## src/rtl/pipe_pal_byte_packer.sv

```systemverilog
// Byte-to-word packer feeding pipe_pal: little-endian lane packing with
// per-lane keep mask and last flag, followed by a small output FIFO.
module pipe_pal_byte_packer #(
   parameter int W_DATA = 32,
   parameter int DEPTH  = 2
) (
   input  logic                       i_clk,
   input  logic                       resetn,
   input  logic                       i_valid,
   output logic                       o_ready,
   input  logic [7:0]                 i_byte,
   input  logic                       i_last,
   output logic                       o_valid,
   input  logic                       i_ready,
   output logic [W_DATA-1:0]          o_data,
   output logic [W_DATA/8-1:0]        o_keep,
   output logic                       o_last,
   output logic [$clog2(DEPTH):0]     o_level
);

   localparam int N  = W_DATA / 8;
   localparam int IW = $clog2(N);
   localparam int PW = $clog2(DEPTH);
   localparam int LW = PW + 1;

   typedef enum logic {S_EMPTY, S_PARTIAL} state_t;

   state_t            r_state, w_state_nxt;
   logic [IW-1:0]     r_idx;
   logic [W_DATA-1:0] r_pack;
   logic [N-1:0]      r_keep;

   logic [W_DATA-1:0] r_fdata [DEPTH];
   logic [N-1:0]      r_fkeep [DEPTH];
   logic              r_flast [DEPTH];
   logic [PW-1:0]     r_wptr, r_rptr;
   logic [LW-1:0]     r_level;

   logic              w_accept, w_complete, w_push, w_pop;
   logic [W_DATA-1:0] w_word;
   logic [N-1:0]      w_keep;

   // Handshake and completion decode; o_ready depends only on registered level
   always_comb begin
      o_ready    = (r_level < LW'(DEPTH));
      o_valid    = (r_level != '0);
      w_accept   = i_valid && o_ready;
      w_complete = w_accept && (i_last || (r_idx == IW'(N - 1)));
      w_push     = w_complete;
      w_pop      = o_valid && i_ready;
      w_word     = r_pack | (W_DATA'(i_byte) << (8 * r_idx));
      w_keep     = r_keep | (N'(1) << r_idx);
   end

   // Pack FSM state register
   always_ff @(posedge i_clk or negedge resetn) begin
      if (!resetn) r_state <= S_EMPTY;
      else         r_state <= w_state_nxt;
   end

   // Pack FSM next state
   always_comb begin
      w_state_nxt = r_state;
      case (r_state)
         S_EMPTY:   if (w_accept && !w_complete) w_state_nxt = S_PARTIAL;
         S_PARTIAL: if (w_complete)              w_state_nxt = S_EMPTY;
         default:                                w_state_nxt = S_EMPTY;
      endcase
   end

   // Lane index, pack register and keep mask
   always_ff @(posedge i_clk or negedge resetn) begin
      if (!resetn) begin
         r_idx  <= '0;
         r_pack <= '0;
         r_keep <= '0;
      end else if (w_complete) begin
         r_idx  <= '0;
         r_pack <= '0;
         r_keep <= '0;
      end else if (w_accept) begin
         r_idx  <= r_idx + IW'(1);
         r_pack <= w_word;
         r_keep <= w_keep;
      end
   end

   // FIFO storage; contents are masked at the output so no reset is needed
   always_ff @(posedge i_clk) begin
      if (w_push) begin
         r_fdata[r_wptr] <= w_word;
         r_fkeep[r_wptr] <= w_keep;
         r_flast[r_wptr] <= i_last;
      end
   end

   // FIFO pointers and occupancy; simultaneous push and pop leaves level unchanged
   always_ff @(posedge i_clk or negedge resetn) begin
      if (!resetn) begin
         r_wptr  <= '0;
         r_rptr  <= '0;
         r_level <= '0;
      end else begin
         if (w_push) r_wptr <= r_wptr + PW'(1);
         if (w_pop)  r_rptr <= r_rptr + PW'(1);
         case ({w_push, w_pop})
            2'b10:   r_level <= r_level + LW'(1);
            2'b01:   r_level <= r_level - LW'(1);
            default: r_level <= r_level;
         endcase
      end
   end

   // Head-of-FIFO outputs, zeroed while empty
   always_comb begin
      o_data  = '0;
      o_keep  = '0;
      o_last  = 1'b0;
      o_level = r_level;
      if (o_valid) begin
         o_data = r_fdata[r_rptr];
         o_keep = r_fkeep[r_rptr];
         o_last = r_flast[r_rptr];
      end
   end

endmodule

```

## config.mk

```make
export PLATFORM = sky130hd
export DESIGN_NAME = pipe_pal_byte_packer
export DESIGN_NICKNAME = d
export VERILOG_FILES = /design/src/rtl/pipe_pal_byte_packer.sv
export SDC_FILE = /design/constraint.sdc
export NUM_CORES = 1
export LEC_CHECK = 0
export CAP_MARGIN = 10
export CORE_MARGIN = 5
export CORE_UTILIZATION = 50
export DETAILED_ROUTE_END_ITERATION = 7
export PLACE_DENSITY = 0.82
export RECOVER_POWER = 100
export REMOVE_ABC_BUFFERS = 1
export SLEW_MARGIN = 15
export SYNTH_ARGS = -nofsm -noshare
export SYNTH_HDL_FRONTEND = slang
export SYNTH_SLANG_ARGS = --single-unit
```

## constraint.sdc

```tcl
create_clock -name i_clk -period 4.8 [get_ports i_clk]
set_clock_uncertainty 0.15 [all_clocks]
set_input_delay 0.96 -clock i_clk [delete_from_list [all_inputs] [get_ports i_clk]]
set_output_delay 0.96 -clock i_clk [all_outputs]
set_load 0.02 [all_outputs]
```

* After elaboration in Yosys (flattened, before gate mapping)
Memories as Yosys holds them, arrays and structs flattened.
Cells that the tools add are included.
** Operators by class
- Add/subtract/negate cells :: 5
- Multipliers :: 0
- Divide/modulo/power cells :: 0
- Magnitude comparators :: 1
- Equal/unequal tests :: 3
- Shift-type cells :: 2
- Mux-type cells :: 12
- Bitwise gates (word level) :: 2
- Reductions and logical operators :: 7
** Operators by type and width (count)
- $mux W32 :: 3
- $or A32 B32 Y32 :: 1
- $shl A8 B5 Y32 :: 1
- $mux W4 :: 3
- $reduce_bool A2 Y1 :: 3
- $add A2 B1 Y2 const B :: 2
- $eq A2 B2 Y1 const B :: 2
- $mux W2 :: 2
- $or A4 B4 Y4 :: 1
- $pmux W2 S2 :: 1
- $shl A1 B2 Y4 const A :: 1
- $logic_and A1 B1 Y1 :: 3
- $mux W1 :: 3
- $add A1 B1 Y1 const B :: 2
- $eq A2 B1 Y1 const B :: 1
- $lt A2 B2 Y1 const B :: 1
- $sub A2 B1 Y2 const B :: 1
- $logic_or A1 B1 Y1 :: 1
** Word-level totals
- Flip-flop bits (word level) :: 42
- Latch bits :: 0
- RAM bits :: 74
- Bits in read-only memories :: 0
- Input port bits :: 13
- Output and inout bits :: 41
- Logic and storage cells :: 41
- Memories :: 3
** Memories
- r_fdata :: depth 2, bits a word 32, read ports 1, clocked after memory_dff 0, write ports 1, line 33 : logic [W_DATA-1:0] r_fdata [DEPTH];
- r_fkeep :: depth 2, bits a word 4, read ports 1, clocked after memory_dff 0, write ports 1, line 34 : logic [N-1:0] r_fkeep [DEPTH];
- r_flast :: depth 2, bits a word 1, read ports 1, clocked after memory_dff 0, write ports 1, line 35 : logic r_flast [DEPTH];

* Longest topological paths before layout
Gate-level depths: netlist (run 1).
- Depth after elaboration :: 5
- Depth in mapped cells :: 9
- Mapped depth without buffers :: 8

* Worst setup path after synthesis (run 1)
No wires, ideal clock.
- Kind :: input-to-reg
- From :: input port i_valid
- To :: memory r_fdata[0][0] (enable)
- Setup time :: 0.432 ns
- Arrival :: 3.120 ns
- Required time :: 4.218 ns
- Slack :: 1.099 ns
- Stages on the path :: 6
- Buffers on the path :: 2
- Path through :: nor2b_1 buf_2 nor2b_4 buf_6 inv_2 nor2_1
** On the way
- Word-level cells in the longest chain between the ends :: 4
** Ends and longest elaborated chain
- start, declared :: line 9 : input logic i_valid,
- $logic_and A1 B1 Y1 :: line 47 : w_accept = i_valid && o_ready;
- $logic_and A1 B1 Y1 :: line 48 : w_complete = w_accept && (i_last || (r_idx == IW'(N - 1)));
- $mux W1 :: line 90 : if (w_push) begin
- $mux W1 (implied by the code) :: line 91 : r_fdata[r_wptr] <= w_word;
- end, declared :: line 33
No other way between the ends.

* Worst setup path in the final report (run 1)
- From :: register r_level[1] (netlist: o_level[1])
- To :: output port o_valid
** On the way
- Word-level cells in the longest chain between the ends :: 1
** Ends and longest elaborated chain
- start, declared :: line 37 : logic [LW-1:0] r_level;
- start signal, assigned :: line 107 : 2'b10: r_level <= r_level + LW'(1);
- start signal, assigned :: line 108 : 2'b01: r_level <= r_level - LW'(1);
- start signal, assigned :: line 109 : default: r_level <= r_level;
- $reduce_bool A2 Y1 :: line 46 : o_valid = (r_level != '0);
- end, declared :: line 13 : output logic o_valid,
No other way between the ends.

==> flow_summary.toml, run 1 <==
[synthesis]
ys_seq_area_share_pct = 68.9
yosysWarnings = 0
netlist_area_sq_um = 4750
synth_top_family_by_area = "compound AO/OA/AOI/OAI gates"
muxShareOfSynthArea_pct = 7.79
avgSynthCellArea_sq_um = 13.4
synth_xor_area_share_pct = 0.921
synth_cell_types = 25
syn_inst = 356
synthAdderAreaFrac_pct = 1.32
synth_simple_gate_area_share_pct = 8.87
synth-seq-cells = 116
synth_compound_area_share_pct = 8.95

[clocking]
numCtsBuffers = 17
post-cts-setup-buffer-count = 0
post_cts_resized = 0
clock-root-buffer = "clkbuf_8"
clockBufferDepth = 2
cts_tree = "built"
clkSinkCount = 116
ctsHoldBuffers = 0
clock_latency_ns = 0.50
htreeDepth = 4
path_clk_slew_ns = 0.05

[cells_and_area]
syn_to_final_growth_pct = 24.9
fin_area_sq_um = 5940
nFillCells = 687
multi_input_area_sq_um = 1320
final_cell_mix = "79 x nor2_1, 74 x edfxtp_1, 50 x dlygate4sd3_1"
regArea_sq_um = 3270
fin_cells = 553
layout_commonest_cell = "nor2_1"
postLayoutCoreUtil_pct = 64.3
nets = 428
final_layout_size_suffix_gt1_share_pct = 10.2

[timing]
fin_ws_ns = 0.743
slew_headroom_pct = -49.2
min_period_ns = 4.06
hold_ws_ns = 0.350
setup_viol = 0
final_hold_viol_count = 0
tns_ns = 0
max_freq_mhz = 246
rsz0062_at_grt = "false"
worst_pin_slew_ns = 2.24
drv_slew = 43
fin_crit_sh_pct = 84.5

[die]
core_area_sq_um = 9240
dieWidth_um = 108
start_util_pct = 51.4
die_y_um = 108
row_count = 35
die_area_sq_um = 11600
ioPinCount = 54

[worst_hold_path]
min_path_cells = 2
min_path_type = "reg2reg"
hold_path_startpoint = "r_pack[12]"
worstHoldEndpoint = "r_pack[12]"

[detailed_routing]
initialDrtViolationCount = 183
drtAntennaViolNets = 0
route.detailed.drc = 0
drt-total-wl_um = 9170
vias_per_cell = 5.25
firstDrtPassIters = 5
wl_per_cell_um = 16.6
vias = 2903

[worst_setup_path]
start_kind = "flop"
worstPathCellList = "nor2_1 > buf_4 > inv_1 > dlygate4sd3_1"
reg2reg_from = "o_level[1]"
crit_arrival_ns = 2.95
worstPathMaxFanout = 23
end_kind = "output port"
worst_ep_required_time_ns = 3.69
crit_slowest_cell = "nor2_1"
r2r_setup_slack_ns = 1.60
path_class = "reg2out"
rr_endpoint = "r_fdata[0][1]"
max_stage_delay_ns = 0.84
rr_worst_depth = 5

[placed_design]
placed_cell_area_sq_um = 5360
place.gp.congestion = 0.809
dp_cells = 520
io_buffers = 53
dp_slack_ns = 1.27
hpwl_um = 5710

[global_route]
grt_pass1_wl_um = 15000
grt_use_total_pct = 17.0
grt_overflow = 0
grt_pass1_vias = 2980
antenna_found_initial = 1
grt_max_degree = 43

[outcome]
status = "finished with violations"
violations = "max-capacitance violations, max-slew violations"

[pwr]
powerDensity_nw_per_um2 = 710
total_power_mw = 4.22
vdd_drop_max_mv = 0.462
leakage_nw = 2.64

[flow_run]
cap_viol_max_count = 1
-- kinds of logic (layout without fill, tap and decap cells) --
family / Yosys count / in the layout
DFF: 116 / 116
and+or+nand+nor: 95 / 95
AOI/OAI and AO/OA: 69 / 69
muxes: 37 / 37
buffers and inverters: 29 / 96
adders and majority gates: 5 / 5
xor gates and xnor gates: 5 / 5
other: 0 / 1
-- Yosys cell counts, drive strengths merged --
| cell type | count | area share (%) |
|---|---|---|
| nor2 | 80 | 6.3 |
| dfrtp | 42 | 22 |
| o21ai | 2 | 0.21 |
| inv | 5 | 0.39 |
| xor2 | 1 | 0.18 |
| a21o | 32 | 5.1 |
| nand3 | 2 | 0.21 |
| nor2b | 2 | 0.42 |
| a21oi | 35 | 3.7 |
| nor4bb | 1 | 0.21 |
| and4bb | 1 | 0.26 |
| buf | 24 | 2.9 |
| edfxtp | 74 | 47 |
| xnor2 | 4 | 0.74 |
| and4b | 1 | 0.21 |
| and2 | 3 | 0.39 |
| ha | 5 | 1.3 |
| mux2i | 37 | 7.8 |
| or2 | 4 | 0.53 |
| nor4b | 1 | 0.32 |
-- critical path: cells and delay by family (launching register included) --
kind,cells,cell delay [ns]
simple gates,1,0.84
flops,1,0.45
buf+inv,3,1.14
-- sequential cells by signal, indices dropped and copies added (netlist names) --
name     flops
r_fkeep      8
r_fdata     64
r_wptr       1
r_rptr       1
r_pack      32
o_level      2
r_keep       4
r_idx        2
r_flast      2
-- per-layer routing --
metal / vias up / share of wire [%] / routed length [um] / GRT usage, %
met4: 0 / 1.1 / 105 / 5.50
met3: 11 / 5.0 / 463 / 5.04
met5: - / 0 / 0 / 0
met1: 1442 / 43 / 3900 / 21.3
met2: 81 / 51 / 4700 / 28.3
li1: 1369 / - / - / -
-- cell type report --
cell class,count,share of cell area (%)
multi-input cells,211,22.3
inverters,5,0.316
clock buffers,17,6.97
well taps,129,2.72
diodes,1,0.0421
flip-flops and latches,116,55.1
clock inverters,15,3.06
repair buffers,59,9.46
-- report_power, final --
part           total (mW)  internal [mW]  leakage, nW  switching, mW
logic                1.36          0.596         1.13          0.765
clock network        1.24          0.793        0.279          0.449
registers            1.61           1.40         1.23          0.212
-- worst max path at each step --
| stage | from | end | slack (ns) | cells after the start |
|---|---|---|---|---|
| 6_report | o_level[1] | o_valid | 0.74 | 4 |
| 3_5_place_dp | i_valid | r_fdata[0][4] | 1.27 | 6 |
| 5_1_grt | o_level[1] | o_valid | 0.44 | 4 |
| 2_1_floorplan | i_valid | r_fdata[0][0] | 0.66 | 4 |
| 4_1_cts | r_rptr | o_data[26] | 0.99 | 3 |
| 3_3_place_gp | i_valid | r_fdata[0][3] | 1.33 | 6 |
Note: power is estimated with default switching activity, not from simulation.
==> run 2: changes to the inputs <==
Clock period 4.8 ns to 4.12 ns, I/O delays scaled along.
==> run 2 against run 1 <==
Compared with the run above: setup slack got worse by 0.26 ns; via count increased by 1.1%; the run still ends with max-capacitance violations, max-slew violations left; critical path type unchanged; routed wire length increased by 0.37%; utilization decreased by 0.081 points; clock power increased by 10%; largest cell class unchanged; clock-buffer cell count increased by 3.
==> flow_summary.toml, run 2 (synthesized netlist as in run 1, its figures left out) <==
[outcome]
status = "finished with violations"
violations = "max-capacitance violations, max-slew violations"

[worst_setup_path]
crit_slowest_cell = "dlygate4sd3_1"
worstPathCellList = "nor2_2 > buf_4 > nor2_1 > dlygate4sd3_1"
worst_ep_required_time_ns = 3.15
end_kind = "output port"
path_class = "reg2out"
start_kind = "flop"
crit_arrival_ns = 2.66
worstPathMaxFanout = 16
max_stage_delay_ns = 0.65

[timing]
worst_pin_slew_ns = 2.32
rsz0062_at_grt = "false"
drv_slew = 43
fin_crit_sh_pct = 88.2
setup_viol = 0
min_period_ns = 3.63
final_hold_viol_count = 0
slew_headroom_pct = -54.8
tns_ns = 0
max_freq_mhz = 275

[die]
ioPinCount = 54
die_area_sq_um = 11600
dieWidth_um = 108
start_util_pct = 51.4
core_area_sq_um = 9240
row_count = 35
die_y_um = 108

[cells_and_area]
antenna_cells = 0
nFillCells = 690
largest_register = "r_fdata"
nets = 430
fin_area_sq_um = 5930
layout_commonest_cell = "nor2_1"
syn_to_final_growth_pct = 24.8
multi_input_area_sq_um = 1330
largestRegisters = "r_fdata (64), r_pack (32), r_fkeep (8)"
largest_register_ffs = 64
final_layout_size_suffix_gt1_share_pct = 9.41
regArea_sq_um = 3270
final_cell_mix = "78 x nor2_1, 74 x edfxtp_1, 41 x dlygate4sd3_1, 41 x dfrtp_1, 37 x mux2i_1"

[clocking]
cts_tree = "built"
clock_latency_ns = 0.51
ctsHoldBuffers = 0
clkSinkCount = 116
htreeDepth = 4
post-cts-setup-buffer-count = 0
post_cts_resized = 0
numCtsBuffers = 17
clockBufferDepth = 2
path_clk_slew_ns = 0.05
clock-root-buffer = "clkbuf_8"

[flow_run]
cap_viol_max_count = 1

[detailed_routing]
route.detailed.drc = 0
drtAntennaViolNets = 0
wl_per_cell_um = 16.6
vias = 2934
vias_per_cell = 5.30
firstDrtPassIters = 5
drt-total-wl_um = 9210
initialDrtViolationCount = 207

[pwr]
leakage_nw = 2.64
vdd_drop_max_mv = 0.593
total_power_mw = 4.86
powerDensity_nw_per_um2 = 819

[worst_hold_path]
min_path_type = "reg2reg"

[placed_design]
io_buffers = 53
place.gp.congestion = 0.792
hpwl_um = 5720
placed_cell_area_sq_um = 5390

[global_route]
antenna_found_initial = 0
grt_pass1_vias = 3010
grt_pass1_wl_um = 14800
grt_overflow = 0
grt_max_degree = 43
grt_use_total_pct = 17.2
==> run 2: critical path: cells and delay by family, from the launching register on <==
kind / cells / cell delay, ns
DFF: 1 / 0.46
buffers and inverters: 2 / 0.96
and+or+nand+nor: 2 / 0.73
==> run 2: path summary, 6_finish.rpt <==
kind / start / end / slack (ns) / depth (start not counted)
setup / recovery: o_level[1] / o_data[26] / 0.49 / 4
max in group asynchronous: resetn / r_rptr / 1.48 / 1
hold reg to reg: r_keep[2] / r_keep[2] / 0.34 / 2
setup reg to reg: o_level[1] / r_fdata[1][17] / 0.95 / 4
min in group asynchronous: resetn / o_level[1] / 0.86 / 1
hold / removal: r_keep[2] / r_keep[2] / 0.34 / 2
==> run 2: routing by layer <==
| metal | vias up | global-route usage (%) | wire (um) |
|---|---|---|---|
| met4 | 0 | 5.77 | 72 |
| met1 | 1451 | 20.3 | 3710 |
| met5 | - | 0 | 0 |
| met2 | 108 | 28.7 | 4740 |
| li1 | 1367 | - | - |
| met3 | 8 | 6.60 | 678 |
==> run 2: cell type report <==
type	instances	area share (%)
timing repair buffer	61	9.89
multi-input combinational	211	22.4
sequential	116	55.2
clock buffer	20	7.17
tap	129	2.72
clock inverter	12	2.32
inverter	5	0.316
==> run 2: metrics by stage <==
| step | hold slack [ns] | setup WS, ns | util, % | cells |
|---|---|---|---|---|
| after detailed placement | 0.335 | 0.747 | 58.3 | 522 |
| final | 0.341 | 0.486 | 64.2 | 554 |
| after CTS | 0.333 | 0.524 | 64.4 | 554 |
| after floorplan | 0.294 | 0.120 | - | 332 |
| after global routing | 0.367 | 0.311 | 64.2 | 554 |
| after global placement | 0.327 | 0.850 | 58.3 | 522 |
==> run 2: power breakdown <==
group	total (mW)	internal (mW)	switching [mW]	leakage, nW
combinational	1.69	0.712	0.982	1.14
clock	1.37	0.907	0.462	0.265
sequential	1.80	1.64	0.160	1.23
total	4.86	3.26	1.60	2.64
